$ cat config.mk
export PLATFORM = sky130hd
export DESIGN_NAME = nco_sweep_ctrl_flat
export DESIGN_NICKNAME = d
export VERILOG_FILES = /design/src/rtl/nco_sweep_ctrl_pkg.sv /design/src/rtl/nco_sweep_ctrl_if.sv /design/src/rtl/nco_sweep_ctrl_dwell_timer.sv /design/src/rtl/nco_sweep_ctrl.sv /design/src/flat_wrapper.sv
export SDC_FILE = /design/constraint.sdc
export NUM_CORES = 1
export LEC_CHECK = 0
export ABC_AREA = 1
export BUFFER_PORTS_ARGS = -buffer_cell sky130_fd_sc_hd__buf_2
export CAP_MARGIN = 5
export CORE_ASPECT_RATIO = 1.1
export CORE_UTILIZATION = 23
export DETAILED_ROUTE_END_ITERATION = 8
export SLEW_MARGIN = 20
export SYNTH_ARGS = -nofsm -noshare
export SYNTH_HDL_FRONTEND = slang
export SYNTH_SLANG_ARGS = --single-unit
$ cat constraint.sdc
create_clock -name sys_clk -period 4.9 [get_ports sys_clk]
set_input_delay 0 -clock sys_clk [delete_from_list [all_inputs] [get_ports sys_clk]]
set_output_delay 0 -clock sys_clk [all_outputs]
set_load 0.005 [all_outputs]
$ cat src/rtl/nco_sweep_ctrl_pkg.sv
// nco_sweep_pkg: shared types and defaults for the NCO frequency-sweep controller.
//   FTW_W_DEF / DWELL_W_DEF : default FTW and dwell-counter widths
//   sweep_mode_e            : SINGLE, SAW, TRI
//   sweep_state_e           : IDLE, UP, DOWN
//   ftw_sel_e               : source select for the next FTW load
package nco_sweep_pkg;

   localparam int unsigned FTW_W_DEF   = 32;
   localparam int unsigned DWELL_W_DEF = 16;

   typedef enum logic [1:0] {
      SINGLE = 2'b00,
      SAW    = 2'b01,
      TRI    = 2'b10
   } sweep_mode_e;

   typedef enum logic [1:0] {
      IDLE,
      UP,
      DOWN
   } sweep_state_e;

   typedef enum logic [2:0] {
      SEL_CFG_START,   // start word straight from the request inputs
      SEL_START,       // latched start word
      SEL_STOP,        // latched stop word
      SEL_SUM,         // ftw + step
      SEL_DIFF         // ftw - step
   } ftw_sel_e;

   // The unused mode code 2'b11 behaves as single-shot.
   function automatic sweep_mode_e decode_mode(input logic [1:0] m);
      return (m == 2'b11) ? SINGLE : sweep_mode_e'(m);
   endfunction

endpackage

$ cat src/rtl/nco_sweep_ctrl_if.sv
// nco_sweep_ctrl_if: request/configuration and FTW output bundle of the sweep controller.
//   master : drives start, abort, mode, start_ftw, stop_ftw, step_ftw, dwell;
//            receives ftw_out, ftw_upd, busy, done, cfg_err, phase_clr
//   slave  : the controller side (directions reversed)
interface nco_sweep_ctrl_if
   import nco_sweep_pkg::*;
#(
   parameter int unsigned FTW_W   = FTW_W_DEF,
   parameter int unsigned DWELL_W = DWELL_W_DEF
) ();

   logic               start;
   logic               abort;
   logic [1:0]         mode;
   logic [FTW_W-1:0]   start_ftw;
   logic [FTW_W-1:0]   stop_ftw;
   logic [FTW_W-1:0]   step_ftw;
   logic [DWELL_W-1:0] dwell;
   logic [FTW_W-1:0]   ftw_out;
   logic               ftw_upd;
   logic               busy;
   logic               done;
   logic               cfg_err;
   logic               phase_clr;

   modport master (
      output start, abort, mode, start_ftw, stop_ftw, step_ftw, dwell,
      input  ftw_out, ftw_upd, busy, done, cfg_err, phase_clr
   );

   modport slave (
      input  start, abort, mode, start_ftw, stop_ftw, step_ftw, dwell,
      output ftw_out, ftw_upd, busy, done, cfg_err, phase_clr
   );

endinterface

$ cat src/rtl/nco_sweep_ctrl_dwell_timer.sv
// nco_dwell_timer: loadable dwell down-counter.
//   sys_clk, sys_rst : clock, asynchronous active-high reset
//   load, load_val   : (re)start the count; expire follows load_val+1 cycles later
//   clear            : stop the timer without expiring
//   expire           : one-cycle pulse when the dwell period has elapsed
module nco_dwell_timer #(
   parameter int unsigned DWELL_W = 16
) (
   input  logic               sys_clk,
   input  logic               sys_rst,
   input  logic               load,
   input  logic               clear,
   input  logic [DWELL_W-1:0] load_val,
   output logic               expire
);

   logic [DWELL_W-1:0] cnt_q;
   logic               run_q;

   always_ff @(posedge sys_clk or posedge sys_rst) begin
      if (sys_rst) begin
         cnt_q <= '0;
         run_q <= 1'b0;
      end else if (load) begin
         cnt_q <= load_val;
         run_q <= 1'b1;
      end else if (clear) begin
         run_q <= 1'b0;
      end else if (run_q && (cnt_q != '0)) begin
         cnt_q <= cnt_q - DWELL_W'(1);
      end
   end

   // The owner reloads or clears on every expire, so this stays a single-cycle pulse.
   assign expire = run_q && (cnt_q == '0);

endmodule

$ cat src/rtl/nco_sweep_ctrl.sv
// nco_sweep_ctrl: linear FTW sweep generator feeding the NCO.
//   sys_clk, sys_rst : 50 MHz clock, asynchronous active-high reset
//   bus (slave)      : start/abort request, sweep configuration, ftw_out/ftw_upd,
//                      busy, done, cfg_err, phase_clr
// Optional feature macro: NCO_SWEEP_PHASE_CLR_EN -- phase_clr pulses on every
// load of the start word; without it phase_clr is tied low.
module nco_sweep_ctrl
   import nco_sweep_pkg::*;
#(
   parameter int unsigned FTW_W   = FTW_W_DEF,
   parameter int unsigned DWELL_W = DWELL_W_DEF
) (
   input  logic             sys_clk,
   input  logic             sys_rst,
   nco_sweep_ctrl_if.slave  bus
);

   sweep_state_e       state_q, state_nxt;
   sweep_mode_e        mode_q;
   logic [FTW_W-1:0]   start_q, stop_q, step_q, ftw_q, ftw_nxt;
   logic [DWELL_W-1:0] dwell_q;
   logic [FTW_W:0]     sum, diff;
   logic               up_hit, dn_hit, at_stop, cfg_ok, expire;
   logic               ld, done_set, err_set, cfg_latch, tmr_load, tmr_clear;
   ftw_sel_e           sel;
   logic               upd_q, done_q, err_q;

   // One extra bit catches carry on the way up and borrow on the way down.
   assign sum     = {1'b0, ftw_q} + {1'b0, step_q};
   assign diff    = {1'b0, ftw_q} - {1'b0, step_q};
   assign up_hit  = sum[FTW_W] || (sum[FTW_W-1:0] >= stop_q);
   assign dn_hit  = diff[FTW_W] || (diff[FTW_W-1:0] <= start_q);
   assign at_stop = (ftw_q == stop_q);
   assign cfg_ok  = (bus.step_ftw != '0) && (bus.start_ftw <= bus.stop_ftw);

   nco_dwell_timer #(.DWELL_W(DWELL_W)) u_dwell (
      .sys_clk  (sys_clk),
      .sys_rst  (sys_rst),
      .load     (tmr_load),
      .clear    (tmr_clear),
      .load_val (cfg_latch ? bus.dwell : dwell_q),
      .expire   (expire)
   );

   always_ff @(posedge sys_clk or posedge sys_rst) begin
      if (sys_rst) state_q <= IDLE;
      else         state_q <= state_nxt;
   end

   always_comb begin
      state_nxt = state_q;
      case (state_q)
         IDLE: if (bus.start && !bus.abort && cfg_ok) state_nxt = UP;
         UP: begin
            if (bus.abort) begin
               state_nxt = IDLE;
            end else if (expire && at_stop) begin
               case (mode_q)
                  SAW:     state_nxt = UP;
                  TRI:     state_nxt = dn_hit ? UP : DOWN;
                  default: state_nxt = IDLE;
               endcase
            end
         end
         DOWN: begin
            if (bus.abort)             state_nxt = IDLE;
            else if (expire && dn_hit) state_nxt = UP;
         end
         default: state_nxt = IDLE;
      endcase
   end

   always_comb begin
      ld        = 1'b0;
      sel       = SEL_SUM;
      done_set  = 1'b0;
      err_set   = 1'b0;
      cfg_latch = 1'b0;
      tmr_load  = 1'b0;
      tmr_clear = 1'b0;
      case (state_q)
         IDLE: begin
            if (bus.start && !bus.abort) begin
               if (cfg_ok) begin
                  cfg_latch = 1'b1;
                  ld        = 1'b1;
                  sel       = SEL_CFG_START;
                  tmr_load  = 1'b1;
               end else begin
                  err_set = 1'b1;
               end
            end
         end
         UP: begin
            if (bus.abort) begin
               tmr_clear = 1'b1;
            end else if (expire) begin
               if (at_stop) begin
                  case (mode_q)
                     SAW: begin
                        ld       = 1'b1;
                        sel      = SEL_START;
                        tmr_load = 1'b1;
                     end
                     // The top turnaround loads the first down value directly so
                     // stop is not repeated; a step that undershoots start bounces
                     // straight back to start.
                     TRI: begin
                        ld       = 1'b1;
                        sel      = dn_hit ? SEL_START : SEL_DIFF;
                        tmr_load = 1'b1;
                     end
                     default: begin
                        done_set  = 1'b1;
                        tmr_clear = 1'b1;
                     end
                  endcase
               end else begin
                  ld       = 1'b1;
                  sel      = up_hit ? SEL_STOP : SEL_SUM;
                  tmr_load = 1'b1;
               end
            end
         end
         DOWN: begin
            if (bus.abort) begin
               tmr_clear = 1'b1;
            end else if (expire) begin
               ld       = 1'b1;
               sel      = dn_hit ? SEL_START : SEL_DIFF;
               tmr_load = 1'b1;
            end
         end
         default: tmr_clear = 1'b1;
      endcase
   end

   always_comb begin
      case (sel)
         SEL_CFG_START: ftw_nxt = bus.start_ftw;
         SEL_START:     ftw_nxt = start_q;
         SEL_STOP:      ftw_nxt = stop_q;
         SEL_DIFF:      ftw_nxt = diff[FTW_W-1:0];
         default:       ftw_nxt = sum[FTW_W-1:0];
      endcase
   end

   always_ff @(posedge sys_clk or posedge sys_rst) begin
      if (sys_rst) begin
         mode_q  <= SINGLE;
         start_q <= '0;
         stop_q  <= '0;
         step_q  <= '0;
         dwell_q <= '0;
         ftw_q   <= '0;
         upd_q   <= 1'b0;
         done_q  <= 1'b0;
         err_q   <= 1'b0;
      end else begin
         if (cfg_latch) begin
            mode_q  <= decode_mode(bus.mode);
            start_q <= bus.start_ftw;
            stop_q  <= bus.stop_ftw;
            step_q  <= bus.step_ftw;
            dwell_q <= bus.dwell;
         end
         if (ld) ftw_q <= ftw_nxt;
         upd_q  <= ld;
         done_q <= done_set;
         err_q  <= err_set;
      end
   end

`ifdef NCO_SWEEP_PHASE_CLR_EN
   logic pclr_q;

   always_ff @(posedge sys_clk or posedge sys_rst) begin
      if (sys_rst) pclr_q <= 1'b0;
      else         pclr_q <= ld && ((sel == SEL_CFG_START) || (sel == SEL_START));
   end

   assign bus.phase_clr = pclr_q;
`else
   assign bus.phase_clr = 1'b0;
`endif

   assign bus.ftw_out = ftw_q;
   assign bus.ftw_upd = upd_q;
   assign bus.busy    = (state_q != IDLE);
   assign bus.done    = done_q;
   assign bus.cfg_err = err_q;

endmodule

$ cat src/flat_wrapper.sv
// flat-port wrapper written by rule: the top's interface ports become plain ports
module nco_sweep_ctrl_flat import nco_sweep_pkg::*;
#(
   parameter int unsigned FTW_W   = FTW_W_DEF,
   parameter int unsigned DWELL_W = DWELL_W_DEF
)
  (sys_clk, sys_rst, bus_start, bus_abort, bus_mode, bus_start_ftw, bus_stop_ftw, bus_step_ftw, bus_dwell, bus_ftw_out, bus_ftw_upd, bus_busy, bus_done, bus_cfg_err, bus_phase_clr);
  nco_sweep_ctrl_if #(.FTW_W(FTW_W), .DWELL_W(DWELL_W)) bus_i ();
  input  logic sys_clk;
  input  logic sys_rst;
  input wire logic [$bits(bus_i.start)-1:0] bus_start;
  input wire logic [$bits(bus_i.abort)-1:0] bus_abort;
  input wire logic [$bits(bus_i.mode)-1:0] bus_mode;
  input wire logic [$bits(bus_i.start_ftw)-1:0] bus_start_ftw;
  input wire logic [$bits(bus_i.stop_ftw)-1:0] bus_stop_ftw;
  input wire logic [$bits(bus_i.step_ftw)-1:0] bus_step_ftw;
  input wire logic [$bits(bus_i.dwell)-1:0] bus_dwell;
  output wire logic [$bits(bus_i.ftw_out)-1:0] bus_ftw_out;
  output wire logic [$bits(bus_i.ftw_upd)-1:0] bus_ftw_upd;
  output wire logic [$bits(bus_i.busy)-1:0] bus_busy;
  output wire logic [$bits(bus_i.done)-1:0] bus_done;
  output wire logic [$bits(bus_i.cfg_err)-1:0] bus_cfg_err;
  output wire logic [$bits(bus_i.phase_clr)-1:0] bus_phase_clr;
  assign bus_i.start = bus_start;
  assign bus_i.abort = bus_abort;
  assign bus_i.mode = bus_mode;
  assign bus_i.start_ftw = bus_start_ftw;
  assign bus_i.stop_ftw = bus_stop_ftw;
  assign bus_i.step_ftw = bus_step_ftw;
  assign bus_i.dwell = bus_dwell;
  assign bus_ftw_out = bus_i.ftw_out;
  assign bus_ftw_upd = bus_i.ftw_upd;
  assign bus_busy = bus_i.busy;
  assign bus_done = bus_i.done;
  assign bus_cfg_err = bus_i.cfg_err;
  assign bus_phase_clr = bus_i.phase_clr;
  nco_sweep_ctrl #(.FTW_W(FTW_W), .DWELL_W(DWELL_W)) u_core (.sys_clk(sys_clk), .sys_rst(sys_rst), .bus(bus_i));
endmodule
==> impl_metrics.tcl, run 1 <==
set metrics [dict create \
    routed_wl_um 56800 \
    cts_tree "done" \
    path_delay_family "simple AND/OR/NAND/NOR gates" \
    ant_nets 0 \
    final_util 0.317 \
    finClkSkew_ns 0.0106 \
    grtUsageMet3 0.0213 \
    ios 155 \
    area_growth_pct 36.4 \
    place_congestion 0.966 \
    syn_nets 2450 \
    critPathRequiredTime_ns 5.26 \
    met2_usage 0.281 \
    grt_pass1_vias 14800 \
    die_y_um 270 \
    fin_crit_sh 0.998 \
    mostFrequentLayoutCells "nand2_1 (527), inv_1 (326), buf_4 (176)" \
    fin_cells 3445 \
    drv_slew 0 \
    dp_cells 3272 \
    path_clk_slew_ns 0.07 \
    drive_gt1_frac 0.238 \
    outcome "finished clean" \
    cp_num_buf_inv 8 \
    grt_use_total 0.170 \
    cpMostUsedCell "nand2_1" \
    r2r-end "u_core.bus.ftw_out[9]$_DFFE_PP0P_" \
    path_class "flop to flop" \
    leakagePower_nw 10.7 \
    hold_path.class "input port to async pin" \
    drc_errors 0 \
    synth.top_cell.area_share 0.279 \
    nNetsFinal 2864 \
    min_period_ns 4.89 \
    power.switching_mw 8.93 \
    r2r_cells 38 \
    synth_compound_area_frac 0.129 \
    grt-ovfl-total 0 \
    drtIter0Drc 961 \
    initial_core_util 0.232 \
    setup_ws_ns 0.0111 \
    root_buffer "clkbuf_16" \
    crit_end "u_core.bus.ftw_out[9]$_DFFE_PP0P_" \
    muxShareOfSynthArea 0.00266 \
    synthTopCellsByArea "dfrtp_1 (28%), nand2_1 (14%), ha_1 (14%)" \
    synth_xor_area_frac 0.0540 \
    p_comb_frac 0.763 \
    yosysWarningCount 0 \
    grt_pass1_wl_um 86300 \
    dieArea_mm2 0.0666 \
    critical-path-max-stage-delay_ns 0.39 \
    cp.arrival_ns 5.25 \
    pre_cts_slack_ns -0.335 \
    die-width_um 246 \
    std_cell_rows 98 \
    synth-edff-count 0 \
    dpl.hpwl_um 44700 \
    peakVddDrop_v 0.000332 \
    relSlewSlack 0.395 \
    netlist_area_mm2 0.0151 \
    grt.busiest_layer "met2" \
    hold_viol_final 0 \
    synthFlopType "dfrtp_1" \
    critPathMaxFanout 8 \
    final_common_cell "nand2_1" \
    syn-instance-count 2167 \
    ff2ff_setup_slack_ns 0.01 \
    port_buffers 153 \
    core_mm2 0.0649 \
    worstSetupStartpoint "u_core.bus.ftw_out[0]$_DFFE_PP0P_" \
    p_total_mw 17.2 \
    insertion_delay_ns 0.46 \
    clk_path_buf_depth 2 \
    setup_violations 0 \
    ys_async_sr_fraction 1.00 \
    synthAdderAreaFrac 0.138 \
    h-tree-depth 4 \
    rr_startpoint "u_core.bus.ftw_out[0]$_DFFE_PP0P_" \
    grt_use_met1 0.222 \
    antenna_found_initial 1 \
    synth-simple-area-share 0.274 \
    p_seq_frac 0.153 \
    synth_top_family_by_area "simple AND/OR/NAND/NOR gates" \
    cts_inserted_buffers 17 \
    ys_seq_area_frac 0.279 \
    via_per_inst 4.41 \
    p_int_mw 8.29 \
    powerDensity_mw_per_mm2 838 \
    tightest_slew_ns 0.899 \
    detailroute.via_count 15200 \
    ys_ff_latch 168 \
    ys_types 60 \
    clock_sinks 168 \
    maxCapViolCount 0 \
    synth.avg_cell_area_um2 6.96 \
    crit_path_start_kind "flop" \
    first_pass_iters 6 \
    sw_frac_of_total 0.519 \
    cp_slowest_cell "dfrtp_1" \
    worst-path-stages 38 \
    clock.fmax_mhz 205 \
    end_kind "flop" \
    grt_start_max_net_pins 90 \
    rsz0062_at_grt "true" \
    wl_per_cell_um 16.5 \
    yosys.area.top_type "dfrtp_1" \
    pwr-share-clk 0.084 \
]
## registers in the layout, indices dropped and copies added, names as in the netlist
| name | count |
|---|---|
| u_core.bus.cfg_err | 1 |
| u_core.bus.done | 1 |
| u_core.bus.ftw_out | 32 |
| u_core.bus.ftw_upd | 1 |
| u_core.dwell_q | 16 |
| u_core.mode_q | 2 |
| u_core.start_q | 32 |
| u_core.state_q | 2 |
| u_core.step_q | 32 |
| u_core.stop_q | 32 |
| u_core.u_dwell.cnt_q | 16 |
| u_core.u_dwell.run_q | 1 |
## worst reg2reg max path, delay by kind of cell, from the launching register on
kind | cells | cell delay, ns
simple gates | 19 | 1.76
flops | 1 | 0.39
fa+ha+maj | 3 | 0.78
buf+inv | 8 | 0.87
xor+xnor | 1 | 0.20
compound gates | 7 | 0.79
## metrics by stage
step / area [um2] / setup TNS (ns) / hold slack [ns]
2_1_floorplan: 15100 / 0 / 0.0982
3_3_place_gp: 17900 / -8.90 / 0.218
3_5_place_dp: 17900 / -9.49 / 0.221
4_1_cts: 20000 / 0 / 0.270
5_1_grt: 20600 / -6.53 / 0.312
6_report: 20600 / 0 / 0.236
## power groups by stage
| stage | Sequential, mW | Combinational [mW] | Clock, mW |
|---|---|---|---|
| floorplan | 2.51 | 7.38 | 0 |
| global placement | 2.61 | 11.7 | 0 |
| detailed placement | 2.62 | 11.7 | 0 |
| CTS | 2.61 | 12.3 | 1.48 |
| global route | 2.70 | 14.5 | 1.53 |
| finish | 2.63 | 13.1 | 1.45 |
## synthesized netlist by cell type (all sizes together) (4+ instances only)
| cell | instances |
|---|---|
| nand2 | 589 |
| inv | 374 |
| nor2 | 187 |
| o21ai | 180 |
| dfrtp | 168 |
| ha | 163 |
| a21oi | 121 |
| nand3 | 86 |
| xor2 | 71 |
| buf | 47 |
| nand4 | 26 |
| clkbuf | 24 |
| nor3 | 24 |
| xnor2 | 22 |
| a21o | 11 |
| nor4 | 11 |
| o21bai | 9 |
| o211ai | 8 |
| o21a | 7 |
| a21boi | 6 |
| or2 | 6 |
| clkinv | 4 |
| mux2i | 4 |
## layer usage
| metal | share of wire | wire, um |
|---|---|---|
| met5 | 0 | 0 |
| met1 | 0.44 | 25200 |
| met2 | 0.47 | 26900 |
| met3 | 0.050 | 2830 |
| met4 | 0.033 | 1870 |
## worst min path at each step
stage                              from                            to  cells after the start  slack, ns
final                           sys_rst  u_core.stop_q[6]$_DFFE_PP0P_                      3       0.24
after global routing            sys_rst  u_core.stop_q[6]$_DFFE_PP0P_                      3       0.31
after CTS                 bus_dwell[14]  u_core.dwell_q[14]$_DFF_PP0_                      4       0.27
after detailed placement  bus_dwell[14]  u_core.dwell_q[14]$_DFF_PP0_                      3       0.22
after global placement          sys_rst  u_core.stop_q[6]$_DFFE_PP0P_                      2       0.22
after floorplan             bus_mode[1]  u_core.mode_q[0]$_DFFE_PP0P_                      1        0.1
## cells by family after synthesis
kind of cell	after synthesis
multiplexers	4
other	1
AND/OR/NAND/NOR	933
XOR/XNOR	93
flip-flops	168
adder cells (fa/ha/maj)	165
buffers and inverters	449
AO/OA/AOI/OAI	354
## cell type report
type	count	area [um2]
timing repair buffer	466	3610
antenna	1	2.50
tap	850	1060
clock buffer	18	439
multi-input combinational	1550	9620
sequential	168	4200
fill	6903	44300
inverter	378	1450
clock inverter	14	164
## repair_timing
item	in CTS	in global routing
hold buffers	118	0
endpoints found under the hold margin	240	0
gates resized for setup	40	118
pin swaps	14	57
endpoints found under the setup margin	33	34
gates cloned	0	2
setup buffers	7	13
Note: power is estimated with default switching activity, not from simulation.
==> run 2: changes to the inputs <==
- BUFFER_PORTS_ARGS: -buffer_cell sky130_fd_sc_hd__buf_2 -> -buffer_cell sky130_fd_sc_hd__buf_4
==> impl_metrics.tcl, run 2 (synthesized netlist as in run 1, its figures left out) <==
set metrics [dict create \
    outcome "finished clean" \
    critical-path-max-stage-delay_ns 0.42 \
    detailroute.via_count 15000 \
    cts_inserted_buffers 17 \
    powerDensity_mw_per_mm2 832 \
    fin_area_mm2 0.0205 \
    peakVddDrop_v 0.000414 \
    drc_errors 0 \
    fin_crit_sh 0.981 \
    place_congestion 0.931 \
    setup_violations 0 \
    path_clk_slew_ns 0.07 \
    cp_slowest_cell "dfrtp_1" \
    die-width_um 246 \
    die_y_um 270 \
    crit_path_start_kind "flop" \
    path_class "flop to flop" \
    cp.arrival_ns 5.17 \
    final_common_cell "nand2_1" \
    initial_core_util 0.232 \
    finClkSkew_ns 0.0132 \
    leakagePower_nw 10.6 \
    holdWs_ns 0.214 \
    nNetsFinal 2825 \
    r2r-end "u_core.bus.ftw_out[16]$_DFFE_PP0P_" \
    drv_slew 0 \
    tns_ns 0 \
    path_delay_family "simple AND/OR/NAND/NOR gates" \
    ios 155 \
    end_kind "flop" \
    rsz0062_at_grt "true" \
    setup_ws_ns 0.0934 \
    cpMostUsedCell "nand2_1" \
    dpl.hpwl_um 44000 \
    grt_pass1_vias 14700 \
    grt_use_total 0.167 \
    pre_cts_slack_ns -0.425 \
    grt-ovfl-total 0 \
    area_growth_pct 36.3 \
    antenna_found_initial 0 \
    dp_cells 3237 \
    drtIter0Drc 1019 \
    antennaDiodeCount 0 \
    ff2ff_setup_slack_ns 0.09 \
    core_mm2 0.0649 \
    first_pass_iters 7 \
    tightest_slew_ns 0.904 \
    mostFrequentLayoutCells "nand2_1 (534), inv_1 (325), buf_4 (290)" \
    clock_sinks 168 \
    drive_gt1_frac 0.220 \
    critPathMaxFanout 12 \
    clk_path_buf_depth 2 \
    fillerInstances 6873 \
    insertion_delay_ns 0.47 \
    min_period_ns 4.81 \
    fin_cells 3405 \
    cp_num_buf_inv 5 \
    cts_tree "done" \
    rr_startpoint "u_core.step_q[2]$_DFFE_PP0P_" \
    port_buffers 153 \
    h-tree-depth 4 \
    via_per_inst 4.42 \
    root_buffer "clkbuf_16" \
    hold_viol_final 0 \
    critPathRequiredTime_ns 5.26 \
    relSlewSlack 0.392 \
    p_total_mw 17.1 \
    dieArea_mm2 0.0666 \
    grt_pass1_wl_um 85000 \
    wl_per_cell_um 16.5 \
    clock.fmax_mhz 208 \
    ant_nets 0 \
    hold_path.class "input port to async pin" \
    routed_wl_um 56300 \
    grt_start_max_net_pins 106 \
    placed_cell_area_mm2 0.0181 \
    final_util 0.317 \
    r2r_cells 35 \
    maxCapViolCount 0 \
    std_cell_rows 98 \
]
==> run 2: how the worst max path moves through the flow <==
stage	startpoint	depth (start not counted)	slack [ns]	to
after floorplan	u_core.bus.ftw_out[0]$_DFFE_PP0P_	35	0.28	u_core.bus.ftw_out[10]$_DFFE_PP0P_
after global placement	u_core.step_q[0]$_DFFE_PP0P_	33	-0.47	u_core.bus.ftw_out[19]$_DFFE_PP0P_
after detailed placement	u_core.bus.ftw_out[0]$_DFFE_PP0P_	34	-0.42	u_core.bus.ftw_out[28]$_DFFE_PP0P_
after CTS	u_core.step_q[2]$_DFFE_PP0P_	38	0.007	u_core.bus.ftw_out[16]$_DFFE_PP0P_
after global routing	u_core.step_q[7]$_DFFE_PP0P_	37	-0.18	u_core.bus.ftw_out[27]$_DFFE_PP0P_
final	u_core.step_q[2]$_DFFE_PP0P_	35	0.09	u_core.bus.ftw_out[16]$_DFFE_PP0P_
==> run 2: cell type report <==
type                       count  area [um2]  share of cell area
multi-input combinational   1550        9570               0.466
sequential                   168        4200               0.205
timing repair buffer         427        3690               0.180
inverter                     378        1450              0.0704
tap                          850        1060              0.0518
clock buffer                  19         443              0.0216
clock inverter                13         119             0.00579
==> run 2: timing repair <==
item,CTS,global route
pin swaps,2,43
gates resized for setup,18,115
hold endpoints to repair,238,0
endpoints found under the setup margin,34,34
buffers inserted,2,16
gates cloned,0,1
hold buffers,118,0
==> run 2: worst register-to-register path: cells and delay by family, from the launching register on <==
family                     cells  cell delay (ns)
buffers and inverters          5             0.58
xor gates and xnor gates       1             0.34
and+or+nand+nor               22             1.97
adders and majority gates      2             0.61
AOI/OAI and AO/OA              5             0.80
DFF                            1             0.42
==> run 2: per-layer routing <==
| layer | vias up | share of wire | global-route usage |
|---|---|---|---|
| met3 | 82 | 0.043 | 0.0162 |
| li1 | 7572 | - | - |
| met5 | - | 0 | 0 |
| met4 | 0 | 0.032 | 0.0592 |
| met1 | 6998 | 0.45 | 0.221 |
| met2 | 396 | 0.47 | 0.280 |
==> run 2: power by group <==
part           total, mW  internal (mW)  leakage [nW]  switching, mW
clock               1.37          0.720         0.284          0.651
combinational       13.1           5.43          8.22           7.67
sequential          2.62           2.02          2.06          0.597
